`config.mk`:
```
export PLATFORM = sky130hd
export DESIGN_NAME = float_divider
export DESIGN_NICKNAME = d
export VERILOG_FILES = /design/src/rtl/float_divider.sv
export SDC_FILE = /design/constraint.sdc
export NUM_CORES = 1
export LEC_CHECK = 0
export ABC_AREA = 0
export BUFFER_PORTS_ARGS = -buffer_cell sky130_fd_sc_hd__buf_2
export CAP_MARGIN = 20
export CORE_MARGIN = 2
export CORE_UTILIZATION = 40
export CTS_CLUSTER_SIZE = 28
export DETAILED_ROUTE_END_ITERATION = 8
export SLEW_MARGIN = 20
export SYNTH_ARGS = -nofsm -noshare
export SYNTH_HDL_FRONTEND = slang
export SYNTH_SLANG_ARGS = --single-unit
```
`constraint.sdc`:
```
create_clock -name clk -period 9.55 [get_ports clk]
set_clock_uncertainty 0.05 [all_clocks]
set_input_delay 1.4325 -clock clk [delete_from_list [all_inputs] [get_ports clk]]
set_output_delay 1.4325 -clock clk [all_outputs]
set_load 0.01 [all_outputs]
```
`src/rtl/float_divider.sv`:
```
// Iterative binary32 divider (restoring radix-2) with a start/busy/done handshake.
// Optional FDIV_STICKY_ROUND_EN switches rounding from half-up to round-to-nearest-even.
`timescale 1ns/1ps
module float_divider #(
  parameter int ITER_PER_CYCLE = 1
) (
  input  logic        clk,
  input  logic        rst_n,
  input  logic        irst,
  input  logic        start,
  input  logic [31:0] a,
  input  logic [31:0] b,
  output logic        busy,
  output logic        done,
  output logic [31:0] result
);

  typedef enum logic [1:0] {IDLE, DIV, NORM, DONE} state_t;

  localparam logic [4:0] STEP  = 5'(ITER_PER_CYCLE);
  localparam logic [4:0] ITERS = 5'd26;

  state_t             state_q, state_d;
  logic               busy_q, busy_d, done_q, done_d, sign_q, sign_d;
  logic        [31:0] result_q, result_d;
  logic        [24:0] rem_q, rem_d;
  logic        [25:0] quo_q, quo_d;
  logic        [23:0] mb_q, mb_d;
  logic        [4:0]  cnt_q, cnt_d;
  logic signed [9:0]  diff_q, diff_d;

  logic        [24:0] r_it;
  logic        [25:0] q_it;
  logic               exc_in, a_zero, b_zero, sign_in;

  // Normalise the 26-bit quotient, round, and saturate the exponent range.
  function automatic logic [31:0] norm_pack(input logic sgn, input logic [25:0] q,
                                            input logic [24:0] rem, input logic signed [9:0] diff);
    logic [22:0]       mant;
    logic [23:0]       mant_r;
    logic              rnd, up;
    logic signed [9:0] exp_n, exp_r;
    if (q[25]) begin
      mant = q[24:2]; rnd = q[1]; exp_n = diff;
    end else begin
      mant = q[23:1]; rnd = q[0]; exp_n = diff - 10'sd1;
    end
`ifdef FDIV_STICKY_ROUND_EN
    up = rnd & ((rem != 25'd0) | (q[25] & q[0]) | mant[0]);
`else
    up = rnd;
    if (rem == 25'd0) up = rnd;
`endif
    mant_r = {1'b0, mant} + {23'd0, up};
    exp_r  = exp_n + $signed({9'd0, mant_r[23]});
    if (exp_r >= 10'sd255)    norm_pack = {sgn, 8'hFF, 23'd0};
    else if (exp_r <= 10'sd0) norm_pack = {sgn, 31'd0};
    else                      norm_pack = {sgn, exp_r[7:0], mant_r[22:0]};
  endfunction

  assign exc_in  = (&a[30:23]) | (&b[30:23]);
  assign a_zero  = (a[30:23] == 8'd0);
  assign b_zero  = (b[30:23] == 8'd0);
  assign sign_in = a[31] ^ b[31];

  always_comb begin
    r_it = rem_q;
    q_it = quo_q;
    for (int i = 0; i < ITER_PER_CYCLE; i++) begin
      if (r_it >= {1'b0, mb_q}) begin
        r_it = r_it - {1'b0, mb_q};
        q_it = {q_it[24:0], 1'b1};
      end else begin
        q_it = {q_it[24:0], 1'b0};
      end
      r_it = {r_it[23:0], 1'b0};
    end
  end

  always_comb begin
    state_d  = state_q;
    busy_d   = busy_q;
    done_d   = done_q;
    result_d = result_q;
    rem_d    = rem_q;
    quo_d    = quo_q;
    mb_d     = mb_q;
    cnt_d    = cnt_q;
    sign_d   = sign_q;
    diff_d   = diff_q;
    if (irst) begin
      state_d  = IDLE;
      busy_d   = 1'b0;
      done_d   = 1'b0;
      result_d = 32'h0;
      rem_d    = 25'd0;
      quo_d    = 26'd0;
      cnt_d    = 5'd0;
    end else begin
      case (state_q)
        IDLE: if (start) begin
          busy_d = 1'b1;
          sign_d = sign_in;
          if (exc_in || b_zero || a_zero) begin
            done_d  = 1'b1;
            state_d = DONE;
            if (exc_in)      result_d = 32'h7F80_0000;
            else if (b_zero) result_d = {sign_in, 8'hFF, 23'd0};
            else             result_d = {sign_in, 31'd0};
          end else begin
            rem_d   = {2'b01, a[22:0]};
            quo_d   = 26'd0;
            cnt_d   = 5'd0;
            mb_d    = {1'b1, b[22:0]};
            diff_d  = $signed({2'b00, a[30:23]}) - $signed({2'b00, b[30:23]}) + 10'sd127;
            state_d = DIV;
          end
        end
        DIV: begin
          rem_d = r_it;
          quo_d = q_it;
          cnt_d = cnt_q + STEP;
          if (cnt_q + STEP == ITERS) state_d = NORM;
        end
        NORM: begin
          result_d = norm_pack(sign_q, quo_q, rem_q, diff_q);
          done_d   = 1'b1;
          state_d  = DONE;
        end
        default: begin
          done_d  = 1'b0;
          busy_d  = 1'b0;
          state_d = IDLE;
        end
      endcase
    end
  end

  always_ff @(posedge clk or negedge rst_n) begin
    if (!rst_n) begin
      state_q  <= IDLE;
      busy_q   <= 1'b0;
      done_q   <= 1'b0;
      result_q <= 32'h0;
      rem_q    <= 25'd0;
      quo_q    <= 26'd0;
      mb_q     <= 24'd0;
      cnt_q    <= 5'd0;
      sign_q   <= 1'b0;
      diff_q   <= 10'sd0;
    end else begin
      state_q  <= state_d;
      busy_q   <= busy_d;
      done_q   <= done_d;
      result_q <= result_d;
      rem_q    <= rem_d;
      quo_q    <= quo_d;
      mb_q     <= mb_d;
      cnt_q    <= cnt_d;
      sign_q   <= sign_d;
      diff_q   <= diff_d;
    end
  end

  assign busy   = busy_q;
  assign done   = done_q;
  assign result = result_q;

endmodule

```
==> impl_metrics.json, run 1 <==
{
  "grt_pass1_vias": 6833,
  "die_area_sq_mm": 0.0225,
  "seq_area_frac_synth": 0.372,
  "final_cell_mix": "dfrtp_1, nand2_1, buf_2, o21ai_0, a21oi_1",
  "firstDrtPassIters": 6,
  "cts_resized": 0,
  "remaining_drc_errors": 0,
  "num_rows": 53,
  "cts.clk_slew.worst_paths_ps": 60,
  "post_drt_wl_per_cell_microns": 15.3,
  "grt.overflow.total": 0,
  "ant_nets": 0,
  "drive_gt1_frac": 0.156,
  "cts_setup_buffers": 0,
  "yosysUniqueCellTypes": 65,
  "crit_type": "reg -> reg",
  "drt-total-wl_microns": 20500,
  "cts_tree": "done",
  "yosys.area.top_type_share": 0.372,
  "holdBufCountCts": 0,
  "die_h_microns": 150,
  "grtUsageTotal": 0.188,
  "syn-cell-area_sq_mm": 0.00854,
  "start_util": 0.407,
  "cts.path.max_buffers": 2,
  "num-nets-final": 1166,
  "critPathRequiredTime_ps": 9860,
  "cts-root-buf": "clkbuf_16",
  "power_density_mw_per_mm2": 296,
  "max_slew.worst_pin.slew_ps": 801,
  "async_flop_share": 1.00,
  "met3_length_microns": 719,
  "dp_hpwl_microns": 14700,
  "drt_iter0_drc": 329,
  "gp_congestion": 0.825,
  "cp_max_fo": 59,
  "setup_violations": 0,
  "slew_violations": 0,
  "synth_top_area_cell": "dfrtp_1",
  "cts_buffers": 17,
  "top_layer": "met4",
  "layout_min_cycle_time_ps": 5240,
  "avgSynthCellArea_sq_um": 8.77,
  "rsz0062_at_grt": "no",
  "reg2reg_to": "result[22]",
  "run_status": "finished, final reports clean",
  "worstRegToRegCells": 18,
  "power_leakage_nw": 4.59,
  "hp-class": "reg -> reg",
  "rrSetupSlack_ps": 4310,
  "max_slew_margin": 0.466,
  "area_delta_synth_final_pct": 15.9,
  "grt_max_degree": 83,
  "tns_ps": 0,
  "syn_inst": 974,
  "vias_per_cell": 5.41,
  "grt_pass1_wl_microns": 34300,
  "layout_commonest_cell": "dfrtp_1",
  "fin_area_sq_mm": 0.00990,
  "synth.area.top_cells": "dfrtp_1, ha_1, o21ai_0",
  "io_pins": 102,
  "ys.warnings.count": 0,
  "place_area_sq_mm": 0.00927,
  "cts_htree_levels": 4,
  "antenna_cells": 0,
  "worst_skew_pair.late_latency_ps": 430,
  "synth_edf_count": 0,
  "cap_violations": 0,
  "ir_drop_uv": 142,
  "fp.dieW_microns": 150,
  "antenna_found_initial": 0,
  "vias": 7244,
  "core-area_sq_mm": 0.0210,
  "startpoint_type": "register",
  "hp-start": "mb_q[23]",
  "cts_sinks": 127,
  "period_share": 0.549,
  "clock.fmax_mhz": 191,
  "endpoint_kind": "register",
  "met1_length_microns": 9940,
  "cp.arrival_ps": 5550,
  "synth_nets": 1088,
  "holdPathStages": 2,
  "io_buffers": 101,
  "r2r_start": "quo_q[25]",
  "met2WireLength_microns": 9610,
  "synth_flop_cell": "dfrtp_1",
  "synth_seq_cells": 127,
  "whs_endpoint": "mb_q[23]",
  "hold_viol_final": 0
}
report_power, final:
part           switching [mW]  leakage [nW]  total (mW)  internal (mW)
registers               0.106          1.68       0.782          0.676
clock network           0.256         0.285       0.651          0.395
logic                   0.894          2.63        1.49          0.600
total                    1.26          4.59        2.93           1.67
kinds of logic (layout without fill, tap and decap cells):
group | count (synthesis) | after routing | share of synthesized area
AND/OR/NAND/NOR | 299 | 299 | 0.171
AO/OA/AOI/OAI | 298 | 298 | 0.228
flip-flops | 127 | 127 | 0.372
buffers and inverters | 102 | 193 | 0.0478
XOR/XNOR | 72 | 72 | 0.0747
adder cells (fa/ha/maj) | 46 | 46 | 0.0692
multiplexers | 30 | 30 | 0.0366
sequential cells by signal, summed over array words and instances, names as in the netlist:
name     cells
sign_q       1
rem_q       25
result      32
cnt_q        5
done         1
mb_q        24
busy         1
diff_q      10
quo_q       26
state_q      2
critical path, stage by stage, from the launching register on:
cell     delay, ps
dfrtp_2        340
buf_4          490
mux2_2         270
ha_1           160
and2_1         170
and4_1         280
nand4_1        220
nor2_1         270
nand3_1        150
nor3b_1        330
ha_1           230
ha_1           200
nand2_1         60
o21ai_0        340
nand3_1        150
xor2_1         260
and3_1         230
and3_1         690
a32o_1         270
routing by layer:
metal	global-route usage	up-vias
met5	0	-
met4	0.0481	0
met3	0.0373	19
met2	0.307	136
met1	0.257	3411
li1	-	3678
Yosys cell counts (20+ instances only):
cell type and instances:
ha_1 44, nand3_1 22, o21ai_0 90, mux2i_1 20, a22o_1 44, xor2_1 34
nor2_1 63, nand2_1 101, xnor2_1 37, clkbuf_1 42, inv_1 52, a21oi_1 67
dfrtp_1 127
how the worst max path moves through the flow:
| stage | from | to | depth (start not counted) |
|---|---|---|---|
| floorplan | quo_q[25] | result[0] | 25 |
| detailed placement | quo_q[25] | result[8] | 18 |
| global placement | quo_q[25] | result[8] | 18 |
| global route | quo_q[25] | result[22] | 18 |
| CTS | quo_q[25] | result[8] | 18 |
| finish | quo_q[25] | result[22] | 18 |
final cells by class:
cell class | instances | area (sq um)
repair buffers | 109 | 592
clock inverters | 14 | 156
flip-flops and latches | 127 | 3180
multi-input cells | 745 | 4990
inverters | 52 | 195
well taps | 275 | 344
clock buffers | 18 | 439
fillers | 2099 | 11100
through the flow:
step / total power, mW / hold slack (ps) / setup slack [ps] / utilization / std cells
after detailed placement: 2.28 / 394 / 4300 / 0.443 / 1307
final: 2.93 / 404 / 4310 / 0.472 / 1340
after CTS: 2.94 / 408 / 4280 / 0.471 / 1339
after global routing: 3.18 / 445 / 3700 / 0.472 / 1340
after floorplan: 1.93 / 368 / 4210 / - / 974
after global placement: 2.26 / 388 / 4420 / 0.442 / 1307
Power figures use the tool's default switching activity.
==> inputs of run 2 (changes only) <==
- ABC_AREA: 0 -> 1
- clock period: 9.55 -> 5.2 ns (I/O delays scaled with it)
==> impl_metrics.json, run 2 <==
{
  "drt-total-wl_microns": 21700,
  "cts_setup_buffers": 0,
  "grt_pass1_vias": 8186,
  "yosysUniqueCellTypes": 47,
  "synth_common_cells": "nand2_1, inv_1, nor2_1",
  "fp.dieW_microns": 154,
  "avgSynthCellArea_sq_um": 6.93,
  "synth_edf_count": 0,
  "critPathBufInv": 2,
  "cp.arrival_ps": 4300,
  "fin_area_sq_mm": 0.0103,
  "post_drt_wl_per_cell_microns": 13.0,
  "hold_viol_final": 0,
  "core-area_sq_mm": 0.0219,
  "cts_sinks": 127,
  "cts-root-buf": "clkbuf_16",
  "synth_top_area_cell": "dfrtp_1",
  "start_util": 0.409,
  "setup_ws_ps": 1210,
  "async_flop_share": 1.00,
  "holdBufCountCts": 0,
  "max_slew_margin": 0.501,
  "io_pins": 102,
  "ant_nets": 0,
  "endpoint_kind": "register",
  "grt.overflow.total": 0,
  "remaining_drc_errors": 0,
  "cts_htree_levels": 4,
  "synth_flop_cell": "dfrtp_1",
  "clock.fmax_mhz": 251,
  "cts_buffers": 17,
  "post-place-ws_ps": 1170,
  "worst_skew_pair.late_latency_ps": 420,
  "synth_seq_cells": 127,
  "ys.warnings.count": 0,
  "crit_type": "reg -> reg",
  "grtUsageTotal": 0.194,
  "largest_register_ffs": 32,
  "num_rows": 54,
  "totalPowerFinal_mw": 5.53,
  "cts.path.max_buffers": 2,
  "synth.area.top_cells": "dfrtp_1, nand2_1, ha_1",
  "whs_ps": 318,
  "io_buffers": 101,
  "die_h_microns": 154,
  "yosysMostFrequentCell": "nand2_1",
  "run_status": "finished, final reports clean",
  "final_cell_mix": "nand2_1, inv_1, nor2_1, dfrtp_1, buf_2",
  "syn-cell-area_sq_mm": 0.00896,
  "cts.clk_slew.worst_paths_ps": 60,
  "vias_per_cell": 4.89,
  "slowest_delay_ps": 660,
  "cts_tree": "done",
  "cap_violations": 0,
  "syn_inst": 1293,
  "seq_area_frac_synth": 0.355,
  "rsz0062_at_grt": "no",
  "ir_drop_uv": 274,
  "cts_resized": 0,
  "power_leakage_nw": 5.23,
  "layout_commonest_cell": "nand2_1",
  "synth_nets": 1407,
  "layout_min_cycle_time_ps": 3990,
  "yosys.area.top_type_share": 0.355,
  "antenna_found_initial": 1,
  "gp_congestion": 0.889,
  "grt_pass1_wl_microns": 38200,
  "dp_hpwl_microns": 16500,
  "place_area_sq_mm": 0.00971,
  "critPathTopFamily": "simple AND/OR/NAND/NOR gates",
  "firstDrtPassIters": 6,
  "drive_gt1_frac": 0.128,
  "max_slew.worst_pin.slew_ps": 747,
  "drt_iter0_drc": 379,
  "vias": 8198,
  "slew_violations": 0,
  "area_delta_synth_final_pct": 15.1,
  "setup_violations": 0,
  "critPathRequiredTime_ps": 5510,
  "period_share": 0.767,
  "power_density_mw_per_mm2": 536,
  "critPathSlowestCell": "dfrtp_1",
  "cp_max_fo": 21,
  "startpoint_type": "register",
  "n_fill_cell": 2283,
  "grt_max_degree": 51,
  "die_area_sq_mm": 0.0236,
  "hp-class": "in -> async",
  "num-nets-final": 1497,
  "tns_ps": 0
}
run 2: cell types whose count changed after synthesis, moves of 14 or more:
cell,previous run,this run
a22o_1,44,0
nand2_1,101,411
mux2i_1,20,0
clkbuf_1,42,21
inv_1,52,143
nand3_1,22,91
o21ai_0,90,70
and3_1,14,0
nor2_1,63,129
xnor2_1,37,16
a21o_1,18,3
o22ai_1,5,28
a21oi_1,67,40
run 2: worst paths after layout:
kind / startpoint / endpoint / slack, ps / depth (start not counted)
min in group clk: result[3] / result[3] / 420 / 2
max reg2reg: quo_q[25] / result[0] / 1210 / 25
min reg2reg: result[3] / result[3] / 420 / 2
min: rst_n / diff_q[7] / 320 / 1
max: quo_q[25] / result[0] / 1210 / 25
max in group asynchronous: rst_n / cnt_q[1] / 3760 / 2
run 2: cell type report:
type                            instances  area, sq um  share of cell area
Antenna cell                            1         2.50            0.000243
Clock buffer                           18          439              0.0426
Clock inverter                         13          165              0.0160
Inverter                              149          567              0.0549
Multi-Input combinational cell        979         5050               0.489
Sequential cell                       127         3180               0.308
Tap cell                              280          350              0.0340
Timing Repair Buffer                  109          568              0.0551
run 2: cell families after synthesis:
group	count (synthesis)	share of synthesized area
AOI/OAI and AO/OA	163	0.101
xor gates and xnor gates	56	0.0556
adders and majority gates	46	0.0659
buffers and inverters	187	0.0830
DFF	127	0.355
and+or+nand+nor	714	0.340
run 2: layer usage:
layer	global-route usage	vias to the layer above	routed length, microns
met5	0	-	0
met3	0.0386	20	604
li1	-	4349	-
met4	0.0481	0	255
met2	0.339	119	10600
met1	0.247	3710	10300
run 2: power breakdown:
group / internal (mW) / switching [mW] / leakage [nW]
sequential: 1.23 / 0.159 / 1.68
clock: 0.765 / 0.458 / 0.296
combinational: 0.987 / 1.93 / 3.25
total: 2.99 / 2.55 / 5.23
run 2: metrics by stage:
step                 util  instances
CTS                 0.471       1675
floorplan               -       1293
global placement    0.444       1644
global route        0.471       1676
detailed placement  0.444       1644
finish              0.471       1676
